`src/rtl/alu_control_sequencer.sv`:
```
// Hardwired fetch/execute sequencer for register-register ALU instructions on a single-bus datapath.
// Latency: ALU op 6 cycles, MUL/DIV 7, MFHI/MFLO/NOP/illegal 4, plus one cycle per MemReady=0 cycle in T1.
// Backpressure: fetch holds in T1 until MemReady; Stop is honoured only at an instruction boundary.
//
// Ports:
//   Clock, reset          rising-edge clock, synchronous active-high reset
//   IR                    latched instruction word from the datapath
//   MemReady              memory read data valid for the current Read
//   Stop                  halt request, taken at the next instruction boundary
//   *out / *in            bus drive enables / register load enables
//   IncPC, Read           ALU increment-PC select, memory read / MDR mux select
//   ADD..NOT              ALU op strobes, at most one high
//   GPRin, GPRout         one-hot general register load / drive enables
//   Run                   low only in HALT
//   Illegal               one-cycle pulse when an undefined opcode reaches decode
//   State                 current state code
module alu_control_sequencer #(
  parameter int BITS      = 32,
  parameter int REGISTERS = 16
) (
  input  logic                 Clock,
  input  logic                 reset,
  input  logic [BITS-1:0]      IR,
  input  logic                 MemReady,
  input  logic                 Stop,
  output logic                 PCout,
  output logic                 Zlowout,
  output logic                 Zhighout,
  output logic                 MDRout,
  output logic                 HIout,
  output logic                 LOout,
  output logic                 PCin,
  output logic                 IRin,
  output logic                 RYin,
  output logic                 RZin,
  output logic                 MARin,
  output logic                 HIin,
  output logic                 LOin,
  output logic                 MDRin,
  output logic                 IncPC,
  output logic                 Read,
  output logic                 ADD,
  output logic                 SUB,
  output logic                 MUL,
  output logic                 DIV,
  output logic                 SHR,
  output logic                 SHL,
  output logic                 ROR,
  output logic                 ROL,
  output logic                 AND,
  output logic                 OR,
  output logic                 NEGATE,
  output logic                 NOT,
  output logic [REGISTERS-1:0] GPRin,
  output logic [REGISTERS-1:0] GPRout,
  output logic                 Run,
  output logic                 Illegal,
  output logic [3:0]           State
);

  localparam int RW     = $clog2(REGISTERS);
  localparam int RA_LSB = BITS - 5 - RW;
  localparam int RB_LSB = RA_LSB - RW;
  localparam int RC_LSB = RB_LSB - RW;

  localparam logic [REGISTERS-1:0] ONE = {{(REGISTERS-1){1'b0}}, 1'b1};

  localparam logic [4:0] OP_ADD    = 5'b00011;
  localparam logic [4:0] OP_SUB    = 5'b00100;
  localparam logic [4:0] OP_SHR    = 5'b00101;
  localparam logic [4:0] OP_SHL    = 5'b00110;
  localparam logic [4:0] OP_ROR    = 5'b00111;
  localparam logic [4:0] OP_ROL    = 5'b01000;
  localparam logic [4:0] OP_AND    = 5'b01001;
  localparam logic [4:0] OP_OR     = 5'b01010;
  localparam logic [4:0] OP_MUL    = 5'b01111;
  localparam logic [4:0] OP_DIV    = 5'b10000;
  localparam logic [4:0] OP_NEGATE = 5'b10001;
  localparam logic [4:0] OP_NOT    = 5'b10010;
  localparam logic [4:0] OP_MFHI   = 5'b10110;
  localparam logic [4:0] OP_MFLO   = 5'b10111;
  localparam logic [4:0] OP_NOP    = 5'b11000;
  localparam logic [4:0] OP_HALT   = 5'b11001;

  typedef enum logic [3:0] {
    S_IDLE = 4'd0,
    S_T0   = 4'd1,
    S_T1   = 4'd2,
    S_T2   = 4'd3,
    S_T3   = 4'd4,
    S_T4   = 4'd5,
    S_T5   = 4'd6,
    S_T6   = 4'd7,
    S_HALT = 4'd8
  } state_t;

  state_t state_q, state_d, boundary_next;

  logic [4:0]    opcode;
  logic [RW-1:0] ra, rb, rc;
  logic          unused_ir;

  assign opcode    = IR[BITS-1 -: 5];
  assign ra        = IR[RA_LSB +: RW];
  assign rb        = IR[RB_LSB +: RW];
  assign rc        = IR[RC_LSB +: RW];
  assign unused_ir = ^IR[RC_LSB-1:0];

  // Instruction class decode of the latched IR.
  logic is_alu, is_muldiv, is_unary, is_mfhi, is_mflo, is_nop, is_halt;

  always_comb begin
    is_alu    = 1'b0;
    is_muldiv = 1'b0;
    is_unary  = 1'b0;
    is_mfhi   = 1'b0;
    is_mflo   = 1'b0;
    is_nop    = 1'b0;
    is_halt   = 1'b0;
    case (opcode)
      OP_ADD, OP_SUB, OP_SHR, OP_SHL,
      OP_ROR, OP_ROL, OP_AND, OP_OR: is_alu = 1'b1;
      OP_MUL, OP_DIV: begin
        is_alu    = 1'b1;
        is_muldiv = 1'b1;
      end
      OP_NEGATE, OP_NOT: begin
        is_alu   = 1'b1;
        is_unary = 1'b1;
      end
      OP_MFHI: is_mfhi = 1'b1;
      OP_MFLO: is_mflo = 1'b1;
      OP_NOP:  is_nop  = 1'b1;
      OP_HALT: is_halt = 1'b1;
      default: ;
    endcase
  end

  // Where the last state of an instruction goes: Stop is only looked at here.
  assign boundary_next = Stop ? S_HALT : S_T0;

  always_ff @(posedge Clock) begin
    if (reset) state_q <= S_IDLE;
    else       state_q <= state_d;
  end

  assign State = state_q;
  assign Run   = (state_q != S_HALT);

  always_comb begin
    state_d  = state_q;
    PCout    = 1'b0;
    Zlowout  = 1'b0;
    Zhighout = 1'b0;
    MDRout   = 1'b0;
    HIout    = 1'b0;
    LOout    = 1'b0;
    PCin     = 1'b0;
    IRin     = 1'b0;
    RYin     = 1'b0;
    RZin     = 1'b0;
    MARin    = 1'b0;
    HIin     = 1'b0;
    LOin     = 1'b0;
    MDRin    = 1'b0;
    IncPC    = 1'b0;
    Read     = 1'b0;
    ADD      = 1'b0;
    SUB      = 1'b0;
    MUL      = 1'b0;
    DIV      = 1'b0;
    SHR      = 1'b0;
    SHL      = 1'b0;
    ROR      = 1'b0;
    ROL      = 1'b0;
    AND      = 1'b0;
    OR       = 1'b0;
    NEGATE   = 1'b0;
    NOT      = 1'b0;
    GPRin    = '0;
    GPRout   = '0;
    Illegal  = 1'b0;

    case (state_q)
      S_IDLE: state_d = Stop ? S_HALT : S_T0;

      S_T0: begin
        PCout   = 1'b1;
        MARin   = 1'b1;
        IncPC   = 1'b1;
        RZin    = 1'b1;
        state_d = S_T1;
      end

      // Z holds PC+1 for the whole wait; PC is loaded only on the exit
      // cycle so a stalled fetch cannot advance it more than once.
      S_T1: begin
        Zlowout = 1'b1;
        Read    = 1'b1;
        MDRin   = 1'b1;
        if (MemReady) begin
          PCin    = 1'b1;
          state_d = S_T2;
        end
      end

      S_T2: begin
        MDRout  = 1'b1;
        IRin    = 1'b1;
        state_d = S_T3;
      end

      S_T3: begin
        if (is_alu) begin
          GPRout  = ONE << rb;
          RYin    = 1'b1;
          state_d = S_T4;
        end else if (is_mfhi) begin
          HIout   = 1'b1;
          GPRin   = ONE << ra;
          state_d = boundary_next;
        end else if (is_mflo) begin
          LOout   = 1'b1;
          GPRin   = ONE << ra;
          state_d = boundary_next;
        end else if (is_halt) begin
          state_d = S_HALT;
        end else if (is_nop) begin
          state_d = boundary_next;
        end else begin
          Illegal = 1'b1;
          state_d = boundary_next;
        end
      end

      // Unary ops take their operand straight from rb; RY is ignored.
      S_T4: begin
        RZin    = 1'b1;
        GPRout  = is_unary ? (ONE << rb) : (ONE << rc);
        state_d = S_T5;
        case (opcode)
          OP_ADD:    ADD    = 1'b1;
          OP_SUB:    SUB    = 1'b1;
          OP_SHR:    SHR    = 1'b1;
          OP_SHL:    SHL    = 1'b1;
          OP_ROR:    ROR    = 1'b1;
          OP_ROL:    ROL    = 1'b1;
          OP_AND:    AND    = 1'b1;
          OP_OR:     OR     = 1'b1;
          OP_MUL:    MUL    = 1'b1;
          OP_DIV:    DIV    = 1'b1;
          OP_NEGATE: NEGATE = 1'b1;
          OP_NOT:    NOT    = 1'b1;
          default:   ;
        endcase
      end

      S_T5: begin
        Zlowout = 1'b1;
        if (is_muldiv) begin
          LOin    = 1'b1;
          state_d = S_T6;
        end else begin
          GPRin   = ONE << ra;
          state_d = boundary_next;
        end
      end

      // High product word, or the remainder for DIV.
      S_T6: begin
        Zhighout = 1'b1;
        HIin     = 1'b1;
        state_d  = boundary_next;
      end

      S_HALT: state_d = S_HALT;

      default: state_d = S_IDLE;
    endcase
  end

endmodule

```
`config.mk`:
```
export PLATFORM = sky130hd
export DESIGN_NAME = alu_control_sequencer
export DESIGN_NICKNAME = d
export VERILOG_FILES = /design/src/rtl/alu_control_sequencer.sv
export SDC_FILE = /design/constraint.sdc
export NUM_CORES = 1
export LEC_CHECK = 0
export ABC_AREA = 1
export CORE_UTILIZATION = 38
export CTS_CLUSTER_SIZE = 28
export DETAILED_ROUTE_END_ITERATION = 10
export GPL_TIMING_DRIVEN = 0
export PLACE_DENSITY = 0.88
export SLEW_MARGIN = 20
export SYNTH_ARGS = -nofsm -noshare
export SYNTH_HDL_FRONTEND = slang
export SYNTH_SLANG_ARGS = --single-unit
```
`constraint.sdc`:
```
create_clock -name Clock -period 2.2 [get_ports Clock]
set_input_delay 0.33 -clock Clock [delete_from_list [all_inputs] [get_ports Clock]]
set_output_delay 0.33 -clock Clock [all_outputs]
set_load 0.05 [all_outputs]
```
==> flow_summary_export.csv, run 1 <==
group,metric,value,unit
setup_path,reg2reg_depth,7,
setup_path,r2r_start,"State[3]",
detailed_routing,wl,5.43,mm
clocking,cts_tree,"done",
logic_synthesis,syn-num-nets,312,
timing,min_period_over_period,0.965,
logic_synthesis,yosysWarnings,0,
logic_synthesis,yosysSeqAreaShare,0.0578,
finish,layout_common_cells,"nand3_1, nor2_1, buf_4",
clocking,cts_max_path_buffers,2,
logic_synthesis,synth_top_area_frac,0.152,
timing,worst_pin_slew,516,ps
setup_path,path_max_fanout,6,
detailed_routing,via_count,2289,
timing,slew_viol_final,0,
flow_run,cap_violations,0,
finish,layout-drive-gt1-share,0.439,
global_routing,grt_pass1_wl,9.14,mm
setup_path,critPathCaptureType,"output port",
setup_path,worstPathRequired,1870,ps
placement,place_congestion,0.908,
setup_path,critPathLaunch,"IR[19]",
setup_path,r2r_slack,770,ps
floorplan,ios,102,
logic_synthesis,synth.top_cells.by_area,"nand3_1, nor2_1, o21ai_0",
detailed_routing,initialDrtViolationCount,196,
finish,insertedDiodeCount,0,
clocking,path_clk_slew,40,ps
finish,final_nets,411,
detailed_routing,viasPerCell,5.45,
floorplan,coreArea,3420,sq um
timing,setup_viol_count_final,0,
power_and_ir_drop,p_total,0.000843,W
timing,tns,0,ps
placement,port_buffers,83,
finish,area_growth,89.2,%
timing,finalClockSkew,8.53,ps
detailed_routing,ant_nets,0,
clocking,root_buffer,"clkbuf_4",
detailed_routing,drcViolationCount,0,
floorplan,die_h,62.4,um
floorplan,die_width,62.4,um
clocking,cts_hold_buf,0,
placement,hpwl,3.78,mm
setup_path,crit_path_start_kind,"input pin",
outcome,status,"complete, no violations",
power_and_ir_drop,leakage,1.19,nW
min_path,holdCritPathClass,"in2reg",
timing,final_hold_viol_count,0,
finish,fillers,276,
clocking,cts_made_buffers,3,
clocking,clock-sinks,4,
finish,largest_reg_flops,4,
detailed_routing,first_pass_iters,7,
finish,final_common_cell,"nand3_1",
min_path,hold_start,"IR[31]",
power_and_ir_drop,ir_drop,0.222,mV
logic_synthesis,synth.cell_area,1390,sq um
global_routing,grt_max_degree,11,
floorplan,initial_utilization,0.405,
global_routing,grt_pass1_vias,2022,
timing,max_slew_margin,0.655,
floorplan,rows,21,
finish,final_util,0.767,
logic_synthesis,ys_types,25,
min_path,min_path_cells,5,
floorplan,die-area,3890,sq um
setup_path,arrival,1790,ps
logic_synthesis,yosysTopAreaCell,"nand3_1",
global_routing,grt_use_total,0.275,
setup_path,crit_type,"in2out",
global_routing,globalRouteOverflowTotal,0,
clocking,clock_latency,230,ps
power_and_ir_drop,power_density,322,nW/um^2
setup_path,crit_end,"GPRout[3]",
setup_path,r2r_end,"State[0]",
global_routing,antenna_found_initial,0,
logic_synthesis,synth-seq-cells,4,
detailed_routing,wire_per_inst,12.9,um
timing,fmax,471,MHz
logic_synthesis,syn_area_per_cell,5.02,sq um
logic_synthesis,netlist_instances,276,
clocking,htree_levels,1,
timing,finalCriticalPeriod,2120,ps
## cell usage after synthesis
master     n
nor2_4     2
a21oi_1   20
o211ai_1   1
nor2_1    53
nand2_2    5
inv_1     29
nor2_2     2
a21oi_4    1
nor4_1     5
buf_6      2
nor3_1     6
nand4_2    1
buf_4      6
or2_2      8
buf_2      4
and3_1     1
dfxtp_1    4
o21ai_0   28
nand2_1   34
nand3_1   42
nand4_1    1
clkbuf_1   3
inv_2      2
o21ai_1   15
nand2_4    1
## metrics by stage
step | worst slack [ps] | instances | hold slack, ps | instance area, sq um
detailed placement | -1030 | 405 | 693 | 2440
global route | -0.961 | 420 | 687 | 2620
finish | 77.1 | 420 | 648 | 2620
global placement | -991 | 405 | 686 | 2440
CTS | 1.30 | 417 | 628 | 2560
floorplan | -154 | 276 | 395 | 1550
## logic make-up (layout without fill, tap and decap cells)
| kind of cell | after synthesis | count (layout) | synth area share |
|---|---|---|---|
| compound gates | 65 | 65 | 0.245 |
| simple gates | 161 | 161 | 0.542 |
| buf+inv | 46 | 144 | 0.155 |
| flops | 4 | 4 | 0.0578 |
## how the worst min path moves through the flow
stage	slack (ps)	end
finish	650	State[3]
global route	690	State[3]
CTS	630	State[3]
detailed placement	690	State[3]
global placement	690	State[2]
floorplan	390	State[1]
## where the power goes
part / switching (W) / leakage [nW] / internal (W)
Combinational: 0.000432 / 1.14 / 0.000200
Sequential: 0.0000215 / 0.0347 / 0.0000912
Clock: 0.0000299 / 0.0150 / 0.0000680
Total: 0.000483 / 1.19 / 0.000360
## routing by layer
layer,GRT usage,wire (um),vias to the layer above
met1,0.381,2350,1029
li1,-,-,1122
met3,0.0328,471,0
met4,0.0581,0,0
met5,0,0,-
met2,0.455,2610,138
## layout make-up
type	instances	area, sq um	area share
buffer	15	119	0.0454
clock buffer	4	26.3	0.0100
inverter	31	120	0.0458
multi-input combinational	226	1370	0.523
sequential	4	87.6	0.0334
tap	46	57.6	0.0220
timing repair buffer	94	838	0.320
## worst max-delay path, cell delays in order
cell             delay, ps
clkdlybuf4s50_1        550
inv_1                  150
nor4_2                 270
o21ai_0                150
o21ai_2                160
buf_6                  180
## what timing repair did
action / in CTS / in global routing
endpoints found under the setup margin: 55 / 54
gates cloned: 1 / 0
resized for setup: 319 / 48
buffers inserted: 7 / 3
pin swaps: 3 / 6
No activity file was read; power rests on OpenSTA's default activity.
==> run 2, diff against run 1 <==
- CORE_MARGIN: not set -> 1
==> results of run 2 <==
Final layout, timing and power as in run 1 (identical DEF).
==> run 3, diff against run 2 <==
- REMOVE_ABC_BUFFERS: not set -> 1
- SETUP_SLACK_MARGIN: not set -> 0.4
==> flow_summary_export.csv, run 3 (synthesis gave the netlist of run 1 again) <==
group,metric,value,unit
power_and_ir_drop,swShare,0.625,
finish,final_common_cell,"buf_6",
setup_path,crit_type,"reg2out",
detailed_routing,wire_per_inst,23.3,um
clocking,clock-sinks,4,
clocking,cts_hold_buf,0,
clocking,path_clk_slew,80,ps
detailed_routing,drcViolationCount,7,
clocking,cts_tree,"done",
floorplan,die-area,3890,sq um
timing,final_hold_viol_count,0,
flow_run,cap_violations,0,
setup_path,worstPathRequired,1870,ps
timing,worst_pin_slew,524,ps
setup_path,slowest_delay,380,ps
detailed_routing,ant_nets,0,
setup_path,r2r_slack,430,ps
timing,finalCriticalPeriod,2230,ps
finish,fillers,87,
placement,dpl_worst_slack,-1210,ps
placement,port_buffers,86,
setup_path,critPathCaptureType,"output port",
floorplan,initial_utilization,0.405,
finish,final_util,0.957,
setup_path,r2r_end,"State[2]",
detailed_routing,via_count,3036,
min_path,min_path_cells,2,
placement,hpwl,3.67,mm
clocking,root_buffer,"clkbuf_4",
global_routing,grt_max_degree,25,
power_and_ir_drop,power_density,311,nW/um^2
floorplan,die_width,62.4,um
detailed_routing,initialDrtViolationCount,743,
finish,register_area,87.6,sq um
setup_path,path_max_fanout,10,
timing,setup_viol_count_final,3,
min_path,min_to,"State[1]",
timing,fmax,448,MHz
min_path,holdCritPathClass,"in2reg",
clocking,clock_latency,270,ps
power_and_ir_drop,leakage,1.30,nW
floorplan,ios,102,
finish,multi_input_area,1650,sq um
clocking,cts_made_buffers,3,
power_and_ir_drop,p_total,0.00102,W
power_and_ir_drop,p_seq_frac,0.121,
detailed_routing,viasPerCell,6.84,
setup_path,cpMaxStageDelayCell,"dfxtp_4",
outcome,failed_checks,"design-rule violations, negative setup slack",
clocking,cts_max_path_buffers,2,
setup_path,crit_path_start_kind,"flop",
finish,area_growth,136,%
global_routing,grt_use_total,0.346,
power_and_ir_drop,power.switching,0.000636,W
timing,finalClockSkew,31.3,ps
finish,layout_common_cells,"buf_6, nand3_1, buf_4",
global_routing,antenna_found_initial,0,
finish,largest_reg_flops,4,
power_and_ir_drop,clockPowerShare,0.117,
global_routing,grt_pass1_wl,11.1,mm
global_routing,globalRouteOverflowTotal,0,
finish,insertedDiodeCount,0,
min_path,hold_start,"reset",
setup_path,arrival,1900,ps
floorplan,rows,21,
timing,min_period_over_period,1.01,
floorplan,die_h,62.4,um
detailed_routing,wl,10.3,mm
timing,slew_viol_final,0,
placement,place_congestion,0.878,
finish,final_nets,436,
timing,tns,-51.0,ps
setup_path,reg2reg_depth,9,
timing,grt_setup_unrepaired,"yes",
finish,layout-drive-gt1-share,0.623,
global_routing,grt_pass1_vias,2519,
power_and_ir_drop,ir_drop,0.189,mV
floorplan,coreArea,3420,sq um
timing,setup_ws,-30.9,ps
timing,max_slew_margin,0.650,
power_and_ir_drop,p_comb_frac,0.762,
outcome,status,"complete, but fails checks",
detailed_routing,first_pass_iters,11,
setup_path,crit_chain,"inv_4, nand2_8, nor2_2, o21ai_0, a21oi_2, buf_6",
clocking,htree_levels,1,
setup_path,r2r_start,"State[3]",
power_and_ir_drop,p_int,0.000381,W
run 3: cell count changes in the layout (fill, tap and decap cells not counted), moves of 8 or more:
cell / before / now
buf_6: 24 / 58
o21ai_0: 28 / 14
inv_1: 24 / 12
o21ai_1: 7 / 19
clkdlybuf4s50_1: 16 / 5
nor2_4: 9 / 20
nand2_1: 28 / 18
nand3_1: 42 / 34
run 3: repair_timing:
item / CTS / global route
pin swaps: 27 / 25
endpoints found under the setup margin: 64 / 63
buffers inserted: 32 / 12
gates cloned: 4 / 0
gates resized for setup: 536 / 112
run 3: how the worst max path moves through the flow:
stage	slack, ps	endpoint	cells after the start	start
2_1_floorplan	-1470	AND	4	State[2]
3_3_place_gp	-1200	AND	6	State[3]
3_5_place_dp	-1210	AND	6	State[3]
4_1_cts	210	GPRin[12]	8	State[1]
5_1_grt	-260	GPRout[7]	9	State[3]
6_report	-30	GPRout[7]	6	State[3]
run 3: area by class of cell:
class,count,area share
multi-input combinational,229,0.506
timing repair buffer,130,0.399
inverter,31,0.0417
sequential,4,0.0268
tap,46,0.0176
clock buffer,3,0.00689
timing repair inverter,1,0.00230
run 3: metal layers:
layer  wire, um  global-route usage  up-vias
met2       4590               0.640      387
met1       3340               0.361     1327
li1           -                   -     1176
met4        982               0.174        0
met3       1430              0.0839      146
met5          0                   0        -
run 3: per-stage QoR:
| stage | area, sq um | cells | hold slack (ps) |
|---|---|---|---|
| final | 3270 | 444 | 685 |
| after detailed placement | 2200 | 393 | 760 |
| after floorplan | 1290 | 261 | 402 |
| after global routing | 3270 | 444 | 696 |
| after CTS | 2930 | 432 | 575 |
| after global placement | 2200 | 393 | 737 |
run 3: critical path: cells and delay by family (launching register included):
kind | cells | cell delay, ps
AOI/OAI and AO/OA | 2 | 540
buffers and inverters | 2 | 260
DFF | 1 | 380
and+or+nand+nor | 2 | 450
run 3: power by group through the flow:
stage | clock network (W) | registers [W] | logic (W)
6_report | 0.000119 | 0.000123 | 0.000776
5_1_grt | 0.000131 | 0.000123 | 0.000796
4_1_cts | 0.0000949 | 0.000117 | 0.000660
3_5_place_dp | 0 | 0.000109 | 0.000573
3_3_place_gp | 0 | 0.000108 | 0.000565
2_1_floorplan | 0 | 0.000158 | 0.000320
